### src/rtl/ddr_round_ctrl.sv
// Rhythm-game round controller: one direction prompt per round, judged in the
// last quarter of a 16-step prompt; counts hits and misses until game over.
module ddr_round_ctrl #(
  parameter int unsigned MAX_MISSES = 3
) (
  input  logic        clk,
  input  logic        reset,
  input  logic        tick,
  input  logic [1:0]  sw,
  input  logic        start,
  input  logic        up,
  input  logic        right,
  input  logic        left,
  input  logic        down,
  output logic [1:0]  dir,
  output logic        window_open,
  output logic [15:0] led,
  output logic [6:0]  score,
  output logic [1:0]  misses,
  output logic        hit_pulse,
  output logic        miss_pulse,
  output logic        game_over
);

  typedef enum logic [1:0] {IDLE, PROMPT, JUDGE, GAMEOVER} state_t;

  state_t      state_q;
  logic [3:0]  lfsr_q, lfsr_d;
  logic [1:0]  dir_q;
  logic [3:0]  step_q;
  logic [1:0]  tcnt_q;
  logic [2:0]  step_len_q, step_len_d;
  logic [6:0]  score_q, score_d;
  logic [1:0]  misses_q;
  logic        hit_q, miss_q;
  logic        start_q, armed_q;
  logic [3:0]  btn_q;

  logic [3:0]  btn, btn_edge, dir_onehot;
  logic        start_edge, in_window, step_done, at_max, enter_prompt;

  // armed_q masks edges on the first clock after reset release, so a button
  // held through release is absorbed into the edge registers silently.
  always_comb begin
    btn        = {down, left, right, up};
    start_edge = armed_q & start & ~start_q;
    btn_edge   = {4{armed_q}} & btn & ~btn_q;
    lfsr_d     = {lfsr_q[2:0], ~(lfsr_q[3] ^ lfsr_q[2])};
    dir_onehot = 4'b0001 << dir_q;
    in_window  = (state_q == PROMPT) && (step_q >= 4'd12);
    step_done  = tick && ({1'b0, tcnt_q} == (step_len_q - 3'd1));
    at_max     = (misses_q == 2'(MAX_MISSES));
    score_d    = (score_q == 7'd99) ? '0 : score_q + 7'd1;
    case (sw)
      2'd0:    step_len_d = 3'd4;
      2'd1:    step_len_d = 3'd3;
      2'd2:    step_len_d = 3'd2;
      default: step_len_d = 3'd1;
    endcase
    enter_prompt = ((state_q == IDLE)     && start_edge) ||
                   ((state_q == JUDGE)    && !at_max)    ||
                   ((state_q == GAMEOVER) && start_edge);
  end

  always_ff @(posedge clk or negedge reset) begin
    if (!reset) begin
      state_q    <= IDLE;
      lfsr_q     <= '0;
      dir_q      <= '0;
      step_q     <= '0;
      tcnt_q     <= '0;
      step_len_q <= 3'd4;
      score_q    <= '0;
      misses_q   <= '0;
      hit_q      <= 1'b0;
      miss_q     <= 1'b0;
      start_q    <= 1'b0;
      btn_q      <= '0;
      armed_q    <= 1'b0;
    end else begin
      start_q <= start;
      btn_q   <= btn;
      armed_q <= 1'b1;
      hit_q   <= 1'b0;
      miss_q  <= 1'b0;
      case (state_q)
        PROMPT: begin
          // A judging edge wins over a coincident tick: no step advance.
          if (in_window && (|btn_edge)) begin
            state_q <= JUDGE;
            if (btn_edge == dir_onehot) begin
              score_q <= score_d;
              hit_q   <= 1'b1;
            end else begin
              misses_q <= misses_q + 2'd1;
              miss_q   <= 1'b1;
            end
          end else if (step_done) begin
            tcnt_q <= '0;
            if (step_q == 4'd15) begin
              state_q  <= JUDGE;
              misses_q <= misses_q + 2'd1;
              miss_q   <= 1'b1;
            end else begin
              step_q <= step_q + 4'd1;
            end
          end else if (tick) begin
            tcnt_q <= tcnt_q + 2'd1;
          end
        end
        JUDGE: begin
          if (at_max) state_q <= GAMEOVER;
        end
        GAMEOVER: begin
          if (start_edge) begin
            score_q  <= '0;
            misses_q <= '0;
          end
        end
        default: ;
      endcase
      if (enter_prompt) begin
        state_q    <= PROMPT;
        lfsr_q     <= lfsr_d;
        dir_q      <= lfsr_d[3:2];
        step_len_q <= step_len_d;
        step_q     <= '0;
        tcnt_q     <= '0;
      end
    end
  end

  always_comb begin
    case (state_q)
      PROMPT, JUDGE: led = 16'd1 << step_q;
      GAMEOVER:      led = '1;
      default:       led = '0;
    endcase
  end

  assign dir         = dir_q;
  assign window_open = in_window;
  assign score       = score_q;
  assign misses      = misses_q;
  assign hit_pulse   = hit_q;
  assign miss_pulse  = miss_q;
  assign game_over   = (state_q == GAMEOVER);

endmodule
### config.mk
export PLATFORM = sky130hd
export DESIGN_NAME = ddr_round_ctrl
export DESIGN_NICKNAME = d
export VERILOG_FILES = /design/src/rtl/ddr_round_ctrl.sv
export SDC_FILE = /design/constraint.sdc
export NUM_CORES = 1
export LEC_CHECK = 0
export ABC_CLOCK_PERIOD_IN_PS = 5000
export CORE_ASPECT_RATIO = 1.5
export CORE_MARGIN = 2
export CORE_UTILIZATION = 65
export DETAILED_ROUTE_END_ITERATION = 10
export DONT_BUFFER_PORTS = 1
export GPL_TIMING_DRIVEN = 0
export PLACE_DENSITY = 0.81
export SYNTH_ARGS = -nofsm -noshare
export SYNTH_HDL_FRONTEND = slang
export SYNTH_SLANG_ARGS = --single-unit
### constraint.sdc
create_clock -name clk -period 5 [get_ports clk]
set_input_delay 0 -clock clk [delete_from_list [all_inputs] [get_ports clk]]
set_output_delay 0 -clock clk [all_outputs]
set_load 0.005 [all_outputs]
# ---- Yosys cells after proc, flatten, opt, wreduce, memory -nomap -nowiden
# Index checks and enable logic that the tools add are counted.
# Widths: inputs -> output; s select.
dict set report word_totals {
  regBits 34
  input_bits 10
  word_cells 110
}
dict set report classes {
  add_sub_neg 5
  order_cmp 1
  n_eq_ne 21
  shift 2
  n_mux 37
  bitwise_logic 8
  reduce_logical 23
}
# operator count
set op_table {}
lappend op_table {{$pmux 16 s2} 1}
lappend op_table {{$mux 2} 15}
lappend op_table {{$mux 7} 4}
lappend op_table {{$mux 4} 5}
lappend op_table {{$shl 1x4->16 const A} 1}
lappend op_table {{$pmux 7 s2} 1}
lappend op_table {{$reduce_and 4->1} 3}
lappend op_table {{$pmux 3 s3} 1}
lappend op_table {{$and 4x4->4} 2}
lappend op_table {{$eq 2x2->1 const B} 4}
lappend op_table {{$mux 1} 8}
lappend op_table {{$pmux 2 s2} 2}
lappend op_table {{$add 7x1->7 const B} 1}
lappend op_table {{$eq 7x7->1 const B} 1}
lappend op_table {{$logic_and 1x1->1} 6}
lappend op_table {{$ne 2x1->1 const B} 3}
lappend op_table {{$ne 3x3->1 const B} 2}
lappend op_table {{$reduce_bool 2->1} 3}
lappend op_table {{$reduce_bool 3->1} 2}
lappend op_table {{$reduce_and 5->1} 1}
lappend op_table {{$add 2x1->2 const B} 2}
lappend op_table {{$add 4x1->4 const B} 1}
lappend op_table {{$eq 2x1->1 const B} 2}
lappend op_table {{$eq 4x4->1} 1}
lappend op_table {{other kinds (20)} 25}

# ---- Longest topological paths before layout
# Gate-level depths: netlist of run 1.
dict set report depth {
  word_depth 7
  mapped_depth 9
  depth_no_buf 7
}

# ---- Worst setup path before layout of run 1
# No wires, ideal clock.
dict set report synth_timing {
  path_type {register to register}
  startpoint {register state_q[1]}
  endpoint {register score_q[1] (netlist: score[1])}
  t_arrival_ns 1.870
  required_time_ns 4.875
  setup_slack_ns 3.005
  stages_incl_launch_ff 9
  n_path_buf 1
  synth_period_minus_slack_ns 1.995
  cell_sequence {dfrtp_1 -> inv_1 -> ha_1 -> buf_2 -> and4_1 -> inv_1 -> nor2_2 -> a31o_2 -> mux2_2}
}
dict set report synth_between {
  elab_chain_cells 5
  word_cells_on_any_way 10
  classes_between {5 x eq/ne; 1 x mux; 4 x reduce/logical}
}
# element line_no
set synth_rtl {}
lappend synth_rtl {{start, declared} 27} ;# state_t state_q;
lappend synth_rtl {{start signal, assigned} 67} ;# state_q <= IDLE;
lappend synth_rtl {{start signal, assigned} 90} ;# state_q <= JUDGE;
lappend synth_rtl {{start signal, assigned} 101} ;# state_q <= JUDGE;
lappend synth_rtl {{$eq 2x1->1} {50, 86}}
lappend synth_rtl {{$logic_and 1x1->1} 50} ;# in_window = (state_q == PROMPT) && (step_q >= 4'd12);
lappend synth_rtl {{$logic_and 1x1->1} 89} ;# if (in_window && (|btn_edge)) begin
lappend synth_rtl {{$ne 2x1->1 (no line)} -}
lappend synth_rtl {{$reduce_and 4->1 (no line)} -}
lappend synth_rtl {{end signal, assigned} 92} ;# score_q <= score_d;
lappend synth_rtl {{end, declared} 33} ;# logic [6:0] score_q, score_d;
# Several ways; a longest one is shown, not always the timed one.
# A chain may end at the register's enable or synchronous reset.

# ---- Final worst setup path of run 1
dict set report layout_timing {
  startpoint {register state_q[0]}
  endpoint {register score_q[6] (netlist: score[6])}
}
dict set report layout_between {
  word_cells_on_any_way 10
  classes_between {5 x eq/ne; 1 x mux; 4 x reduce/logical}
}
# element line_no
set layout_rtl {}
lappend layout_rtl {{$eq 2x2->1 *} -}
lappend layout_rtl {{via game_over} 22} ;# output logic game_over
lappend layout_rtl {{$ne 2x1->1 (no line) / $reduce_bool 2->1 (equally long branches)} -}
lappend layout_rtl {{$reduce_and 4->1 (no line)} -}
# The timed path passes the listed nets; every way through them passes the cells marked *.

==> summary.txt, run 1 <==
Floorplanning
  • Die area: around 3800 um2
  • Chip width: 50.8 um
  • # IOs: slightly above 40
  • Core Rows: 25
  • Die height: 74.2 um
  • Core area: between 3000 and 4000 um2
  • Initial core utilization: between 60% and 70%

CTS
  • Htree depth: 2
  • TritonCTS Buffers: 5
  • CTS root buf: clkbuf_8
  • Clock sink total: 32
  • CTS tree: built
  • Worst skew pair latency: around 0.29 ns
  • Worst-path clk slew: roughly 0.06 ns
  • Clock Tree Buf Depth: 2
  • Post-CTS sizing: 0

Detailed routing
  • Drt initial violations: 77
  • Via density per instance: 6.20
  • Post-DRT Antenna Nets: 0
  • # DRC: 0
  • Via count: 1828
  • Total Wirelength: just under 5 mm
  • Drt wl/cell: 16.8 um
  • Drt pass-1 iters: 4

Synth
  • Avg Inst Size Synth: ~9 um2
  • Cells after synthesis: approximately 240
  • Netlist cell types: 47
  • Synth warn: 0
  • Mapped Nets: roughly 270
  • Register bit total from synthesis: 32
  • Post-synth ARST share: 100%
  • Seq/Total Area, Yosys: between 30% and 40%
  • Post-Synth XOR/XNOR Area: 3.28%
  • Fraction of synthesized area in multiplexers: 1.99%
  • Main combinational cell family by area after synthesis: simple AND/OR/NAND/NOR gates
  • Ys flop type: dfrtp_1
  • Mapped cell area: 2130 um2
  • Post-synthesis adder-cell area fraction: 11.7%
  • Post-Synth Simple-Gate Area: 22.7%
  • Post-synthesis compound-gate area fraction: between 10% and 20%
  • EDFF count, synth: 0

Critical path
  • CP Launch Type: flop
  • Critical path type: reg -> reg
  • Worst endpoint required time: just over 5 ns
  • Arrival @ worst endpoint: about 2.6 ns
  • Setup slack, reg-to-reg: approximately 2.6 ns
  • Setup crit end kind: flop
  • CP max FO: 8

Layout
  • Final Non-Filler Cells: 295
  • P&R area growth vs syn: 13.0%
  • Net count, final: approximately 280
  • Most common cell after layout, fill and taps aside: dfrtp_1
  • Share of cells above drive strength 1: under 10%
  • Commonest cells after routing, fill and taps aside: dfrtp_1 (31), a21oi_1 (23), nor2_1 (23)
  • Antenna cells: 0

Pwr
  • Lkg Pwr: ~1.1 nW
  • PwrDens: ~470 nW/um2
  • Peak VDD IR: about 0.38 mV

Min path
  • Hold/Removal Path Class: in -> reg

STA
  • Tcrit/Tclk final: 48.3%
  • Setup violations, final: 0
  • Clock Skews: about 0.005 ns
  • Setup TNS: 0 ns
  • Slew Viols, Final: 0
  • Slew headroom: between 50% and 60%
  • Unrepaired setup endpoints after global routing: false
  • Worst-Margin Slew: around 0.65 ns
  • Hold slack final: -0.00180 ns
  • Final hold vios: 1
  • Fin crit period: between 2 and 2.5 ns
  • Fmax: 414 MHz

Global route
  • Largest net degree at the start of global routing: 33
  • GRT Resource Usage Total: between 20 and 30%
  • Overflow left after global routing: 0
  • Global-route wire length before repair: around 8.1 mm
  • Initial antenna violation count: 0
  • Vias in the first global route: between 1500 and 2000

Placement
  • GP Congestion: between 0.8 and 0.9
  • Hpwl dp: ~3.5 mm
  • Inst Count DP: ~280
  • Port Buffers: 0

Run status
  • Outcome: finished, violations left
  • Failing checks: negative hold slack

Run
  • Maxcap violations: 0
==> synth_stat cells, types with 7 or more instances <==
| cell | instances | share of area, % |
|---|---|---|
| a21oi_1 | 23 | 5.4 |
| nand3_1 | 11 | 2.6 |
| o21ai_0 | 9 | 2.1 |
| clkbuf_1 | 8 | 1.4 |
| inv_1 | 18 | 3.2 |
| nor2b_1 | 7 | 2.1 |
| ha_1 | 20 | 12 |
| nand4_1 | 8 | 2.3 |
| nand2_1 | 15 | 2.6 |
| dfrtp_1 | 31 | 36 |
| nor2_1 | 23 | 4.0 |
==> cell type report <==
class,instances,area [um2]
buffer,10,42.5
clock buffer,7,96.3
clock inverter,1,30.0
fill,254,749
inverter,18,67.6
multi-input combinational,178,1220
sequential,32,802
tap,40,50.0
timing repair buffer,9,100
==> state kept, by name, indices dropped and copies added (netlist names) <==
name / count
armed_q: 1
step_q: 4
score: 7
lfsr_q: 4
miss_pulse: 1
hit_pulse: 1
state_q: 2
misses: 2
tcnt_q: 2
btn_q: 4
step_len_q: 3
start_q: 1
==> worst max-delay path: stages, from the launching register on <==
cell,delay [ns]
dfrtp_1,0.41
ha_1,0.21
clkbuf_1,0.34
inv_1,0.25
o21bai_1,0.31
nand3_1,0.22
o311ai_0,0.38
o31ai_1,0.16
==> cell families after synthesis <==
kind of cell	Yosys count
buffers and inverters	28
AND/OR/NAND/NOR	90
AO/OA/AOI/OAI	55
flip-flops	32
adder cells (fa/ha/maj)	20
other	1
XOR/XNOR	8
multiplexers	4
==> timing repair <==
action / CTS / global route
setup buffers: 0 / 0
hold buffers: 9 / 0
endpoints found under the hold margin: 39 / 0
==> per-layer routing <==
layer  up-vias  track usage [%]  part of all wire (%)
met4         0             11.7                   2.3
met2        71             53.8                    54
li1        879                -                     -
met3        15             6.63                   5.6
met1       863             30.2                    38
met5         -                0                     0
==> per-stage QoR <==
| step | power (mW) | hold WS (ns) | instance area [um2] | utilization [%] | worst slack, ns |
|---|---|---|---|---|---|
| finish | 1.13 | -0.00180 | 2410 | 76.3 | 2.59 |
| global placement | 0.833 | -0.295 | 2180 | 69.1 | 2.77 |
| detailed placement | 0.852 | -0.295 | 2180 | 69.1 | 2.66 |
| floorplan | 0.750 | -0.296 | 2130 | - | 3.00 |
| global route | 1.22 | 0.0286 | 2410 | 76.3 | 2.41 |
| CTS | 1.14 | 0.00338 | 2410 | 76.3 | 2.65 |
==> power breakdown <==
part,switching [mW],total [mW],internal (mW)
clock network,0.0943,0.270,0.176
logic,0.314,0.494,0.180
registers,0.0520,0.369,0.317
==> final timing paths <==
kind / startpoint / end / cells after the start
hold / removal: sw[1] / step_len_q[0]$_DFFE_PN0P_ / 3
setup / recovery: state_q[0]$_DFFE_PN0P_ / score[6]$_DFFE_PN0P_ / 7
max in group asynchronous: reset / step_len_q[2]$_DFFE_PN1P_ / 2
hold reg to reg: step_len_q[2]$_DFFE_PN1P_ / step_len_q[2]$_DFFE_PN1P_ / 2
min in group asynchronous: reset / lfsr_q[2]$_DFFE_PN0P_ / 2
setup reg to reg: state_q[0]$_DFFE_PN0P_ / score[6]$_DFFE_PN0P_ / 7
Note: power is estimated with default switching activity, not from simulation.
==> run 2: changes to the inputs <==
- ABC_CLOCK_PERIOD_IN_PS: 5000 -> 2300
- CORE_UTILIZATION: 65 -> 63
- PLACE_DENSITY: 0.81 -> 0.79
- clock period: 5 -> 2.3 ns (I/O delays scaled with it)
==> run 2 against run 1 <==
The run now ends clean. Clock power up 94%. Power grew 110%. Sequential share of layout area grew 0.21 points. Largest power group unchanged. Via count decreased by 3.1%. Non-clock buffer count down 1.
==> summary.txt, run 2 (synthesis results as in run 1) <==
Run status
  • Outcome: complete, no violations

Placement
  • DP Area: 2180 um2
  • Hpwl dp: 3.29 mm
  • GP Congestion: approximately 0.81
  • Place WS: -0.0121 ns
  • Port Buffers: 0

CTS
  • CTS tree: built
  • Worst skew pair latency: 0.28 ns
  • Setup bufs post-CTS: 0
  • TritonCTS Buffers: 5
  • Clock sink total: 32
  • Clock Tree Buf Depth: 2
  • Htree depth: 2
  • CTS root buf: clkbuf_8
  • Worst-path clk slew: roughly 0.07 ns

Layout
  • Fin area: approximately 2400 um2
  • Net count, final: between 200 and 300
  • Max reg flops: 7
  • Antenna cells: 0
  • Share of cells above drive strength 1: between 8 and 9%
  • P&R area growth vs syn: 12.3%
  • Most common cell after layout, fill and taps aside: dfrtp_1
  • Commonest cells after routing, fill and taps aside: dfrtp_1 (31), a21oi_1 (23), nor2_1 (23)

Floorplanning
  • Core Rows: 25
  • Die area: roughly 3900 um2
  • # IOs: 41
  • Initial core utilization: 66.9%
  • Die height: around 75 um
  • Chip width: between 50 and 60 um
  • Core area: about 3200 um2

STA
  • Final hold vios: 0
  • Fin crit period: 2.14 ns
  • Setup ws final: 0.162 ns
  • Unrepaired setup endpoints after global routing: false
  • Slew headroom: between 60% and 70%
  • Setup TNS: 0 ns
  • Fmax: between 400 and 500 MHz
  • Slew Viols, Final: 0
  • Clock Skews: roughly 0.0029 ns
  • Hold slack final: 0.0149 ns
  • Worst-Margin Slew: 0.570 ns
  • Tcrit/Tclk final: 93.0%
  • Setup violations, final: 0

Global route
  • Overflow left after global routing: 0
  • GRT Resource Usage Total: 25.4%
  • Global-route wire length before repair: roughly 7.4 mm
  • Vias in the first global route: 1630
  • Largest net degree at the start of global routing: 33
  • Initial antenna violation count: 0

Critical path
  • CP max FO: 9
  • R2R Path End: score[1]$_DFFE_PN0P_
  • Reg2reg start: state_q[1]$_DFFE_PN0P_
  • Critical path type: reg -> reg
  • Setup crit end kind: flop
  • Worst endpoint required time: approximately 2.5 ns
  • CP Launch Type: flop
  • Arrival @ worst endpoint: around 2.3 ns
  • Setup slack, reg-to-reg: 0.16 ns
  • Worst reg2reg path depth: 8

Pwr
  • PwrDens: between 900 and 1000 nW/um2
  • Peak VDD IR: 0.677 mV
  • Lkg Pwr: ~1.1 nW

Min path
  • Hold/Removal Path Class: in -> reg
  • Hold endpoint: step_len_q[0]$_DFFE_PN0P_
  • Hold wc startpoint: sw[0]
  • Worst Hold Path Cells: 3

Detailed routing
  • # DRC: 0
  • Drt wl/cell: roughly 15 um
  • Total Wirelength: ~4.5 mm
  • Drt pass-1 iters: 4
  • Via density per instance: around 6
  • Via count: 1771
  • Drt initial violations: 41
  • Post-DRT Antenna Nets: 0

Run
  • Maxcap violations: 0
run 2: cell types whose count changed in the layout (fill, tap and decap cells not counted):
cell	before	now
nor2_2	1	0
nor2_4	0	1
nor4_2	0	1
clkbuf_8	7	5
o311ai_0	5	4
clkbuf_2	0	2
o311ai_1	0	1
nor4_1	2	1
clkbuf_1	8	7
dlygate4sd3_1	8	7
clkinv_2	0	1
run 2: worst max-delay path by stage:
| stage | startpoint | to | slack (ns) | cells past startpoint |
|---|---|---|---|---|
| after floorplan | state_q[1]$_DFFE_PN0P_ | score[1]$_DFFE_PN0P_ | 0.30 | 8 |
| final | state_q[1]$_DFFE_PN0P_ | score[1]$_DFFE_PN0P_ | 0.16 | 8 |
| after global placement | state_q[0]$_DFFE_PN0P_ | score[6]$_DFFE_PN0P_ | 0.06 | 7 |
| after global routing | state_q[1]$_DFFE_PN0P_ | score[1]$_DFFE_PN0P_ | 0.03 | 8 |
| after detailed placement | state_q[0]$_DFFE_PN0P_ | score[6]$_DFFE_PN0P_ | -0.01 | 7 |
| after CTS | state_q[0]$_DFFE_PN0P_ | score[6]$_DFFE_PN0P_ | 0.002 | 7 |
run 2: power breakdown:
part           internal (mW)  leakage [nW]  switching [mW]  total [mW]
sequential             0.689         0.406           0.113       0.802
clock                  0.321        0.0552           0.203       0.524
combinational          0.394         0.601           0.674        1.07
total                   1.40          1.06           0.989        2.39
run 2: metal layers:
| metal | vias up | GRT usage [%] | wire length (um) |
|---|---|---|---|
| li1 | 877 | - | - |
| met1 | 852 | 29.2 | 1830 |
| met2 | 36 | 46.4 | 2430 |
| met3 | 6 | 5.95 | 207 |
| met4 | 0 | 7.89 | 38 |
| met5 | - | 0 | 0 |
run 2: final cells by class:
class / count / area [um2]
Inverter: 18 / 67.6
Timing Repair Buffer: 8 / 90.1
Clock buffer: 6 / 72.6
Tap cell: 40 / 50.0
Multi-Input combinational cell: 178 / 1230
Buffer: 10 / 45.0
Clock inverter: 2 / 35.0
Sequential cell: 32 / 802
Fill cell: 257 / 796
run 2: repair_timing:
action,CTS,global route
resized for setup,0,7
hold buffers,8,0
endpoints found under the hold margin,38,0
setup endpoints to repair,0,19
run 2: worst max-delay path, cell delays in order, from the launching register on:
cell     delay [ns]
dfrtp_1        0.40
inv_1          0.11
ha_1           0.14
buf_2          0.21
and4_1         0.30
inv_1          0.12
nor2_4         0.21
a31o_2         0.22
mux2_2         0.33
run 2: through the flow:
step / total power, mW / std cells / util (%)
CTS: 2.40 / 294 / 74.6
floorplan: 1.63 / 238 / -
global placement: 1.81 / 278 / 68.4
finish: 2.39 / 294 / 75.1
global route: 2.59 / 294 / 75.1
detailed placement: 1.84 / 278 / 68.4
